## config.mk

```make
export PLATFORM = sky130hd
export DESIGN_NAME = cache_line_fill_ctrl
export DESIGN_NICKNAME = d
export VERILOG_FILES = /design/src/rtl/cache_line_fill_ctrl_pkg.sv /design/src/rtl/cache_line_fill_ctrl_packer.sv /design/src/rtl/cache_line_fill_ctrl.sv
export SDC_FILE = /design/constraint.sdc
export NUM_CORES = 1
export LEC_CHECK = 0
export ABC_AREA = 0
export ABC_CLOCK_PERIOD_IN_PS = 19720
export CORE_AREA = 5 5 218 220
export CTS_CLUSTER_DIAMETER = 30
export DETAILED_ROUTE_END_ITERATION = 8
export DIE_AREA = 0 0 223 225
export MAX_ROUTING_LAYER = met4
export PLACE_DENSITY_LB_ADDON = 0.05
export REMOVE_ABC_BUFFERS = 1
export SLEW_MARGIN = 20
export SYNTH_ARGS = -nofsm -noshare
export SYNTH_HDL_FRONTEND = slang
export SYNTH_SLANG_ARGS = --single-unit
export TNS_END_PERCENT = 100
```

## constraint.sdc

```tcl
create_clock -name clk -period 19.72 [get_ports clk]
set_clock_uncertainty 0.2 [all_clocks]
set_input_delay 2.958 -clock clk [delete_from_list [all_inputs] [get_ports clk]]
set_output_delay 2.958 -clock clk [all_outputs]
set_load 0.05 [all_outputs]
```

## src/rtl/cache_line_fill_ctrl_pkg.sv

```systemverilog
// Shared reference-cache constants. The fill side and cache_data_mem both use
// this package, so they agree on line geometry and on the line address width.
//   PIXEL_BITS / CACHE_LINE_WDTH : pixel size and pixels per cache line
//   LINE_ADDR_WDTH               : data-memory line address width
//   BEAT_WDTH / BEATS            : external read-beat width and beats per line
package cache_line_fill_ctrl_pkg;

  localparam int PIXEL_BITS      = 8;
  localparam int CACHE_LINE_WDTH = 48;
  localparam int LINE_BITS       = PIXEL_BITS * CACHE_LINE_WDTH;

  localparam int SET_ADDR_WDTH   = 5;
  localparam int C_N_WAY         = 2;
  localparam int C_LG_BANKS      = 0;
  localparam int LINE_ADDR_WDTH  = SET_ADDR_WDTH + C_N_WAY - C_LG_BANKS;

  localparam int BEAT_WDTH       = 128;
  localparam int BEATS           = LINE_BITS / BEAT_WDTH;

  // Width of a counter that covers 0..n-1. The result is never below 1.
  function automatic int cnt_width(input int n);
    return (n <= 1) ? 1 : $clog2(n);
  endfunction

endpackage

```

## src/rtl/cache_line_fill_ctrl_packer.sv

```systemverilog
// cache_fill_beat_packer: a beat counter and a line buffer for one cache-line
// fill. Each accepted beat goes into slot beat_cnt. Beat 0 occupies the LSBs.
//   clk, reset  : clock, asynchronous active-high reset (clears counter+buffer)
//   clear       : restart the counter at beat 0 (new fill accepted)
//   beat_valid  : a beat is accepted this cycle (already qualified by ready)
//   beat_data   : beat payload
//   beat_last   : sender's end-of-line marker
//   line_full   : the beat accepted this cycle completes the line
//   last_err    : beat_last disagrees with the beat position this cycle
//   line_data   : assembled line
module cache_fill_beat_packer
  import cache_line_fill_ctrl_pkg::*;
#(
  parameter int BEAT_WDTH = cache_line_fill_ctrl_pkg::BEAT_WDTH,
  parameter int BEATS     = cache_line_fill_ctrl_pkg::BEATS
) (
  input  logic                         clk,
  input  logic                         reset,
  input  logic                         clear,
  input  logic                         beat_valid,
  input  logic [BEAT_WDTH-1:0]         beat_data,
  input  logic                         beat_last,
  output logic                         line_full,
  output logic                         last_err,
  output logic [BEAT_WDTH*BEATS-1:0]   line_data
);

  localparam int CNT_W = cnt_width(BEATS);

  logic [CNT_W-1:0]           beat_cnt_q;
  logic [BEAT_WDTH*BEATS-1:0] line_q;
  logic                       is_final;

  assign is_final  = (beat_cnt_q == CNT_W'(BEATS - 1));
  // The beat count alone decides when the line ends. The last marker is only
  // checked against it.
  assign line_full = beat_valid & is_final;
  assign last_err  = beat_valid & (beat_last ^ is_final);
  assign line_data = line_q;

  always_ff @(posedge clk or posedge reset) begin
    if (reset) begin
      beat_cnt_q <= '0;
      line_q     <= '0;
    end else if (clear) begin
      beat_cnt_q <= '0;
    end else if (beat_valid) begin
      beat_cnt_q <= is_final ? '0 : beat_cnt_q + 1'b1;
      for (int b = 0; b < BEATS; b++) begin
        if (beat_cnt_q == CNT_W'(b)) begin
          line_q[b*BEAT_WDTH +: BEAT_WDTH] <= beat_data;
        end
      end
    end
  end

endmodule

```

## src/rtl/cache_line_fill_ctrl.sv

```systemverilog
// cache_line_fill_ctrl: write-side controller for cache_data_mem.
// The controller accepts a line-fill request. It packs the returning read beats
// into one line, writes that line to the data memory in a single cycle, and
// then pulses fill_done. It also owns the data-memory address mux. During the
// write cycle the fill address wins, and any lookup in that cycle is stalled.
//   fill_req_*   : fill request (valid/ready)
//   mem_rd_*     : external read beats (valid/ready, last marker)
//   lookup_*     : lookup address/enable in, stall out
//   dm_*         : data-memory address, write data, write enable
//   fill_done_*  : registered completion pulse and line address
//   fill_err_out : sticky last-marker protocol error
//   fsm_state_out: current FSM state (debug observation)
// Handshakes: a transfer occurs on a rising edge where valid & ready are both 1.
// Ready depends only on state, never on valid. Valid need not be held, and a
// cycle with valid=0 is a bubble.
module cache_line_fill_ctrl
  import cache_line_fill_ctrl_pkg::*;
#(
  parameter int PIXEL_BITS        = cache_line_fill_ctrl_pkg::PIXEL_BITS,
  parameter int CACHE_LINE_WDTH   = cache_line_fill_ctrl_pkg::CACHE_LINE_WDTH,
  parameter int LINE_ADDR_WDTH    = cache_line_fill_ctrl_pkg::LINE_ADDR_WDTH,
  parameter int BEAT_WDTH         = cache_line_fill_ctrl_pkg::BEAT_WDTH,
  localparam int LINE_BITS        = PIXEL_BITS * CACHE_LINE_WDTH,
  localparam int BEATS            = LINE_BITS / BEAT_WDTH
) (
  input  logic                      clk,
  input  logic                      reset,
  input  logic                      fill_req_valid_in,
  output logic                      fill_req_ready_out,
  input  logic [LINE_ADDR_WDTH-1:0] fill_req_addr_in,
  input  logic                      mem_rd_valid_in,
  output logic                      mem_rd_ready_out,
  input  logic [BEAT_WDTH-1:0]      mem_rd_data_in,
  input  logic                      mem_rd_last_in,
  input  logic                      lookup_en_in,
  input  logic [LINE_ADDR_WDTH-1:0] lookup_addr_in,
  output logic                      lookup_stall_out,
  output logic [LINE_ADDR_WDTH-1:0] dm_addr_out,
  output logic [LINE_BITS-1:0]      dm_w_data_out,
  output logic                      dm_w_en_out,
  output logic                      fill_done_out,
  output logic [LINE_ADDR_WDTH-1:0] fill_done_addr_out,
  output logic                      fill_err_out,
  output logic [1:0]                fsm_state_out
);

  typedef enum logic [1:0] {
    ST_IDLE    = 2'd0,
    ST_COLLECT = 2'd1,
    ST_WRITE   = 2'd2
  } fill_state_e;

  fill_state_e               state_q, state_d;
  logic [LINE_ADDR_WDTH-1:0] fill_addr_q;
  logic                      done_q;
  logic [LINE_ADDR_WDTH-1:0] done_addr_q;
  logic                      err_q;

  logic                      req_accept;
  logic                      beat_accept;
  logic                      line_full;
  logic                      last_err;
  logic [LINE_BITS-1:0]      line_data;

  assign req_accept  = fill_req_valid_in & fill_req_ready_out;
  assign beat_accept = mem_rd_valid_in & mem_rd_ready_out;

  cache_fill_beat_packer #(
    .BEAT_WDTH (BEAT_WDTH),
    .BEATS     (BEATS)
  ) u_packer (
    .clk        (clk),
    .reset      (reset),
    .clear      (req_accept),
    .beat_valid (beat_accept),
    .beat_data  (mem_rd_data_in),
    .beat_last  (mem_rd_last_in),
    .line_full  (line_full),
    .last_err   (last_err),
    .line_data  (line_data)
  );

  always_ff @(posedge clk or posedge reset) begin
    if (reset) begin
      state_q     <= ST_IDLE;
      fill_addr_q <= '0;
      done_q      <= 1'b0;
      done_addr_q <= '0;
      err_q       <= 1'b0;
    end else begin
      state_q <= state_d;
      done_q  <= (state_q == ST_WRITE);
      if (req_accept) begin
        fill_addr_q <= fill_req_addr_in;
      end
      if (state_q == ST_WRITE) begin
        done_addr_q <= fill_addr_q;
      end
      if (last_err) begin
        err_q <= 1'b1;
      end
    end
  end

  always_comb begin
    state_d = state_q;
    case (state_q)
      ST_IDLE:    if (req_accept) state_d = ST_COLLECT;
      ST_COLLECT: if (line_full)  state_d = ST_WRITE;
      ST_WRITE:   state_d = ST_IDLE;
      default:    state_d = ST_IDLE;
    endcase
  end

  // The ready outputs and the lookup address pass-through are combinational,
  // so reset gates them. That keeps every output at 0 while reset is high.
  always_comb begin
    fill_req_ready_out = 1'b0;
    mem_rd_ready_out   = 1'b0;
    dm_w_en_out        = 1'b0;
    dm_w_data_out      = '0;
    dm_addr_out        = '0;
    lookup_stall_out   = 1'b0;
    if (!reset) begin
      fill_req_ready_out = (state_q == ST_IDLE);
      mem_rd_ready_out   = (state_q == ST_COLLECT);
      if (state_q == ST_WRITE) begin
        dm_w_en_out      = 1'b1;
        dm_w_data_out    = line_data;
        dm_addr_out      = fill_addr_q;
        // The data memory holds its read register during a write, so a
        // lookup issued now returns nothing and has to be re-issued.
        lookup_stall_out = lookup_en_in;
      end else begin
        dm_addr_out = lookup_addr_in;
      end
    end
  end

  assign fill_done_out      = done_q;
  assign fill_done_addr_out = done_addr_q;
  assign fill_err_out       = err_q;
  assign fsm_state_out      = state_q;

endmodule

```

==> metrics.cfg, run 1 <==
[detailed_routing]
drtIter0Drc=623
drc=0
vias=12330
dr.pass1.iters=4
avgRoutedWirePerCell_um=21.59
postRouteAntennaNets=0
drt-total-wl_um=56180
via_per_inst=4.738

[clocking]
clk_path_buf_depth=3
cts_hold_buffers=0
cts_htree_levels=3
clk_pin_slew_ns=0.04
cts_inserted_buffers=100
cts_root_buf=clkbuf_16
numClockSinks=404
clk_latency_ns=0.60
cts_resized=0
cts_tree=built
post_cts_buffers=0

[synthesis]
synth_top_cell_by_area=dfrtp_1
yosysTopAreaCellShare_pct=56.76
synth.cell_area_mm2=0.01781
synthTopCellsByArea=dfrtp_1, mux2_2, and2_1
synth_common_cells=dfrtp_1, mux2_2, and2_1
syn_inst=1323
synth_edf_count=0
synth-async-reset-ratio_pct=100.0
synth_cell_type_count=27
synth_most_common_cell=dfrtp_1
ys_seq_area_share_pct=56.76
synthFlopType=dfrtp_1
ys.warnings.count=0
avgSynthCellArea_um2=13.46
postSynthRegisterBits=404

[finish]
drive_gt1_share_pct=29.53
multiInputGateArea_mm2=0.007111
fillCellCount=3683
fin_nets=2053
syn_to_final_growth_pct=53.93
final_core_util_pct=60.81
regArea_mm2=0.01011

[worst_setup_path]
path_buf_inv=6
required_ns=16.56
start_kind=input port
critPathMaxFanout=139
r2r_slack_ns=16.73
critPathSlowestCell=clkdlybuf4s50_1
rr_endpoint=u_packer.line_data[242]$_DFFE_PP0P_
path_class=input port to output pin
cp-end-kind=output pin
max_stage_delay_ns=0.87
crit-reg2reg-launch=fsm_state_out[0]$_DFFE_PP0P_
critPathTopFamily=buffers and inverters
r2r_cells=5
cp_cell_sequence=clkdlybuf4s50_1 > nor3_4 > buf_4 > buf_16 > buf_6 > buf_6 > and2_1 > clkdlybuf4s50_1
arrival_ns=7.31

[hold_path]
worstHoldPathCells=2
min_to=fill_done_addr_out[0]$_DFFE_PP0P_
min_path_type=flip-flop to flip-flop
hp-start=fill_done_addr_out[0]$_DFFE_PP0P_

[power]
power.density_mw_per_mm2=140.4
leakage_nw=11.95
ir_drop_v=0.00008106
p_total_mw=3.849

[sta]
clock.fmax_mhz=95.56
max_slew.worst_pin.slew_ns=1.043
maxSlewViolCount=0
rsz0062_at_grt=false
hold_violations=0
final_period_minus_worst_setup_slack_ns=10.46
setup_viol=0
relSlewSlack_pct=30.49
setup_tns_ns=0
layout_worst_path_cycle_share_pct=53.07

[global_routing]
grt_pass1_wl_um=84390
antenna_found_initial=11
grt_pass1_vias=13490
gr-usage-all-layers_pct=22.39
grt_max_degree=170
grt-ovfl-total=0

[die]
coreArea_mm2=0.04509
start_util_pct=39.50
pin_count=554
placementRows=78
die_area_mm2=0.05018
fp.dieH_um=225
die_x_um=223

[placed_design]
gp_congestion=0.8387
io_buffers=553
dp_hpwl_um=38320

[flow_run]
cap_viol_max_count=0

[run_status]
status=finished clean

[logic make-up (layout without fill, tap and decap cells)]
group,count (synthesis),after routing,share of synthesized area [%]
flip-flops,404,404,56.76
other,0,11,0
AND/OR/NAND/NOR,425,425,14.63
XOR/XNOR,1,1,0.04918
AO/OA/AOI/OAI,11,11,0.4004
buffers and inverters,91,759,3.442
multiplexers,391,391,24.72
[area by class of cell]
class | instances | area share, %
Multi-Input combinational cell | 828 | 25.93
Timing Repair Buffer | 567 | 20.72
Clock buffer | 134 | 10.44
Inverter | 4 | 0.08214
Sequential cell | 404 | 36.87
Tap cell | 600 | 2.738
Antenna cell | 11 | 0.1004
Clock inverter | 54 | 3.117
[routing by layer]
layer	vias up	share of wire, %	global-route usage [%]	wire (µm)
met1	6194	40	26.47	22620
met2	407	49	35.85	27640
li1	5639	-	-	-
met5	-	0	-	0
met3	89	7.5	7.138	4200
met4	0	3.1	8.814	1715
[cells in the final DEF, fill, tap and decap left out, types with 13 or more instances in the layout]
| cell | netlist | layout |
|---|---|---|
| and2_1 | 385 | 385 |
| mux2_2 | 390 | 390 |
| clkdlybuf4s50_1 | 0 | 553 |
| clkbuf_16 | 0 | 102 |
| dfrtp_1 | 404 | 404 |
| clkbuf_1 | 36 | 13 |
| clkbuf_8 | 0 | 19 |
| nand2_1 | 30 | 28 |
| clkinv_2 | 0 | 16 |
| bufinv_16 | 0 | 21 |
[where the power goes]
part	internal (mW)	switching [mW]
Combinational	0.392	0.241
Clock	1.28	0.497
Sequential	1.23	0.203
Total	2.91	0.942
[flip-flops by register name (all words and copies together) (netlist names)]
signal / cells
fill_done_addr_out: 7
fill_addr_q: 7
fsm_state_out: 2
fill_err_out: 1
fill_done_out: 1
u_packer.line_data: 384
u_packer.beat_cnt_q: 2
[per-stage QoR]
stage	cell area, µm²	std cells	hold slack [ns]	worst slack [ns]
2_1_floorplan	17210	1236	0.2534	3.956
3_3_place_gp	23640	2402	0.2473	8.498
3_5_place_dp	23640	2402	0.2621	8.463
4_1_cts	27360	2590	0.2733	8.439
5_1_grt	27420	2602	0.2979	8.965
6_report	27420	2602	0.2694	9.255
[how the worst max path moves through the flow]
stage | startpoint | to | slack [ns] | cells after the start
2_1_floorplan | reset | mem_rd_ready_out | 3.96 | 2
3_3_place_gp | reset | dm_w_data_out[52] | 8.50 | 7
3_5_place_dp | reset | dm_w_data_out[328] | 8.46 | 7
4_1_cts | reset | dm_w_data_out[328] | 8.44 | 7
5_1_grt | reset | dm_w_data_out[52] | 8.96 | 8
6_report | reset | dm_w_data_out[285] | 9.26 | 8
[tightest hold or removal path: cells and delay by family, from the launching register on]
kind	cells	cell delay, ns
AND/OR/NAND/NOR	2	0.11
flip-flops	1	0.33
Power figures use the tool's default switching activity.
==> run 2: changes to the inputs <==
--- a/config.mk
+++ b/config.mk
@@ -6,7 +6,7 @@
 export NUM_CORES = 1
 export LEC_CHECK = 0
 export ABC_AREA = 0
-export ABC_CLOCK_PERIOD_IN_PS = 19720
+export ABC_CLOCK_PERIOD_IN_PS = 8850
 export CORE_AREA = 5 5 218 220
 export CTS_CLUSTER_DIAMETER = 30
 export DETAILED_ROUTE_END_ITERATION = 8
==> constraint.sdc (replaced) <==
create_clock -name clk -period 8.85 [get_ports clk]
set_clock_uncertainty 0.2 [all_clocks]
set_input_delay 1.3275 -clock clk [delete_from_list [all_inputs] [get_ports clk]]
set_output_delay 1.3275 -clock clk [all_outputs]
set_load 0.05 [all_outputs]
==> run 2 against run 1 <==
Clock-buffer cell count increased by 1. Die area unchanged. Register-to-register slack got worse by 11 ns. Largest cell class unchanged.
==> metrics.cfg, run 2 (synthesis gave the netlist of run 1 again) <==
[run_status]
status=finished clean

[worst_setup_path]
crit_top_cell=clkdlybuf4s50_1
cp_cell_sequence=clkdlybuf4s50_1 > nor3_4 > buf_12 > buf_16 > and2_1 > clkdlybuf4s50_1
path_buf_inv=4
cp-startpoint=reset
arrival_ns=4.66
start_kind=input port
critPathTopFamily=buffers and inverters
max_stage_delay_ns=0.82
cp.depth=6
cp-end-kind=output pin
required_ns=7.32
critPathMaxFanout=220
critPathSlowestCell=clkdlybuf4s50_1
crit-reg2reg-launch=fsm_state_out[0]$_DFFE_PP0P_
r2r_cells=5
path_class=input port to output pin

[hold_path]
min_path_type=flip-flop to flip-flop
worstHoldPathCells=1
hp-start=fill_err_out$_DFFE_PP0P_

[finish]
final_common_cell=clkdlybuf4s50_1
syn_to_final_growth_pct=52.92
drive_gt1_share_pct=29.52
fin_nets=2053
largest_reg_flops=384
layout_common_cells=clkdlybuf4s50_1, dfrtp_1, mux2_2, and2_1, clkbuf_16

[sta]
relSlewSlack_pct=26.17
layout_worst_path_cycle_share_pct=69.90
clock.fmax_mhz=161.6
maxSlewViolCount=0
setup_viol=0
worst_hold_slack_ns=0.2548
rsz0062_at_grt=false
max_slew.worst_pin.slew_ns=1.107
final_period_minus_worst_setup_slack_ns=6.187
hold_violations=0

[global_routing]
grt_max_degree=292
grt_pass1_wl_um=83260
antenna_found_initial=11
grt_use_met2_pct=35.70
grt_pass1_vias=13140
gr-usage-all-layers_pct=22.17
grt-ovfl-total=0
use_met3_pct=6.552
met1_usage_pct=27.03
top_usage_layer=met2

[die]
pin_count=554
fp.dieH_um=225
die_area_mm2=0.05018
start_util_pct=39.50
die_x_um=223
coreArea_mm2=0.04509
placementRows=78

[detailed_routing]
drt-total-wl_um=55730
avgRoutedWirePerCell_um=21.46
dr.pass1.iters=5
postRouteAntennaNets=0
drtIter0Drc=778
drc=0
vias=12290
via_per_inst=4.733

[flow_run]
cap_viol_max_count=0

[power]
clock_power_share_pct=44.7
power.density_mw_per_mm2=306.2
power_switching_mw=2.074
swShare_pct=24.87
leakage_nw=11.86
p_total_mw=8.340
combPwrFrac_pct=16.9
seqPwrFrac_pct=38.4
ir_drop_v=0.0001708
p_int_mw=6.266

[placed_design]
gp_congestion=0.8357
io_buffers=553
dp_hpwl_um=37890

[clocking]
cts_htree_levels=3
numClockSinks=404
cts_resized=0
cts_hold_buffers=0
cts_root_buf=clkbuf_16
clk_path_buf_depth=3
clk_pin_slew_ns=0.04
cts_tree=built
cts_inserted_buffers=101
post_cts_buffers=0
clk_latency_ns=0.59

run 2: stage by stage:
stage	worst slack, ns	std cells	area [µm²]	TNS, ns	util [%]
after floorplan	-3.927	1236	17210	-2413.65	-
final	2.663	2597	27240	0	60.41
after detailed placement	2.804	2401	23640	0	52.44
after CTS	2.797	2584	27180	0	60.28
after global placement	2.843	2401	23640	0	52.44
after global routing	2.569	2596	27240	0	60.41
run 2: routing by layer:
layer	share of wire (%)	wire length [µm]	up-vias
met1	41	22970	6181
li1	-	-	5634
met2	49	27470	410
met4	2.5	1374	0
met5	0	0	-
met3	7.0	3919	67
run 2: power by group through the flow:
stage | sequential, mW | combinational [mW] | clock, mW
2_1_floorplan | 3.05 | 1.15 | 0
5_1_grt | 3.31 | 1.55 | 3.92
3_3_place_gp | 3.20 | 1.37 | 0
3_5_place_dp | 3.23 | 1.43 | 0
4_1_cts | 3.21 | 1.43 | 3.80
6_report | 3.20 | 1.41 | 3.73
run 2: worst reg2reg max path, delay by kind of cell, from the launching register on:
kind	cells	cell delay, ns
multiplexers	1	0.51
AND/OR/NAND/NOR	2	0.50
buffers and inverters	2	1.45
flip-flops	1	0.48
run 2: layout make-up:
cell class / count / area, µm²
Timing Repair Buffer: 566 / 5678
Clock inverter: 48 / 598.1
Fill cell: 3694 / 17850
Tap cell: 600 / 750.7
Sequential cell: 404 / 10110
Antenna cell: 12 / 30.03
Inverter: 4 / 22.52
Clock buffer: 135 / 2939
Multi-Input combinational cell: 828 / 7111
run 2: path summary, 6_finish.rpt:
| check | to | slack (ns) |
|---|---|---|
| worst min register to register | fill_err_out$_DFFE_PP0P_ | 0.25 |
| worst max-delay path | dm_w_data_out[202] | 2.66 |
| max in group asynchronous | u_packer.line_data[252]$_DFFE_PP0P_ | 4.63 |
| min in group asynchronous | fill_done_addr_out[2]$_DFFE_PP0P_ | 1.67 |
| worst max register to register | u_packer.line_data[226]$_DFFE_PP0P_ | 5.58 |
| worst min-delay path | fill_err_out$_DFFE_PP0P_ | 0.25 |
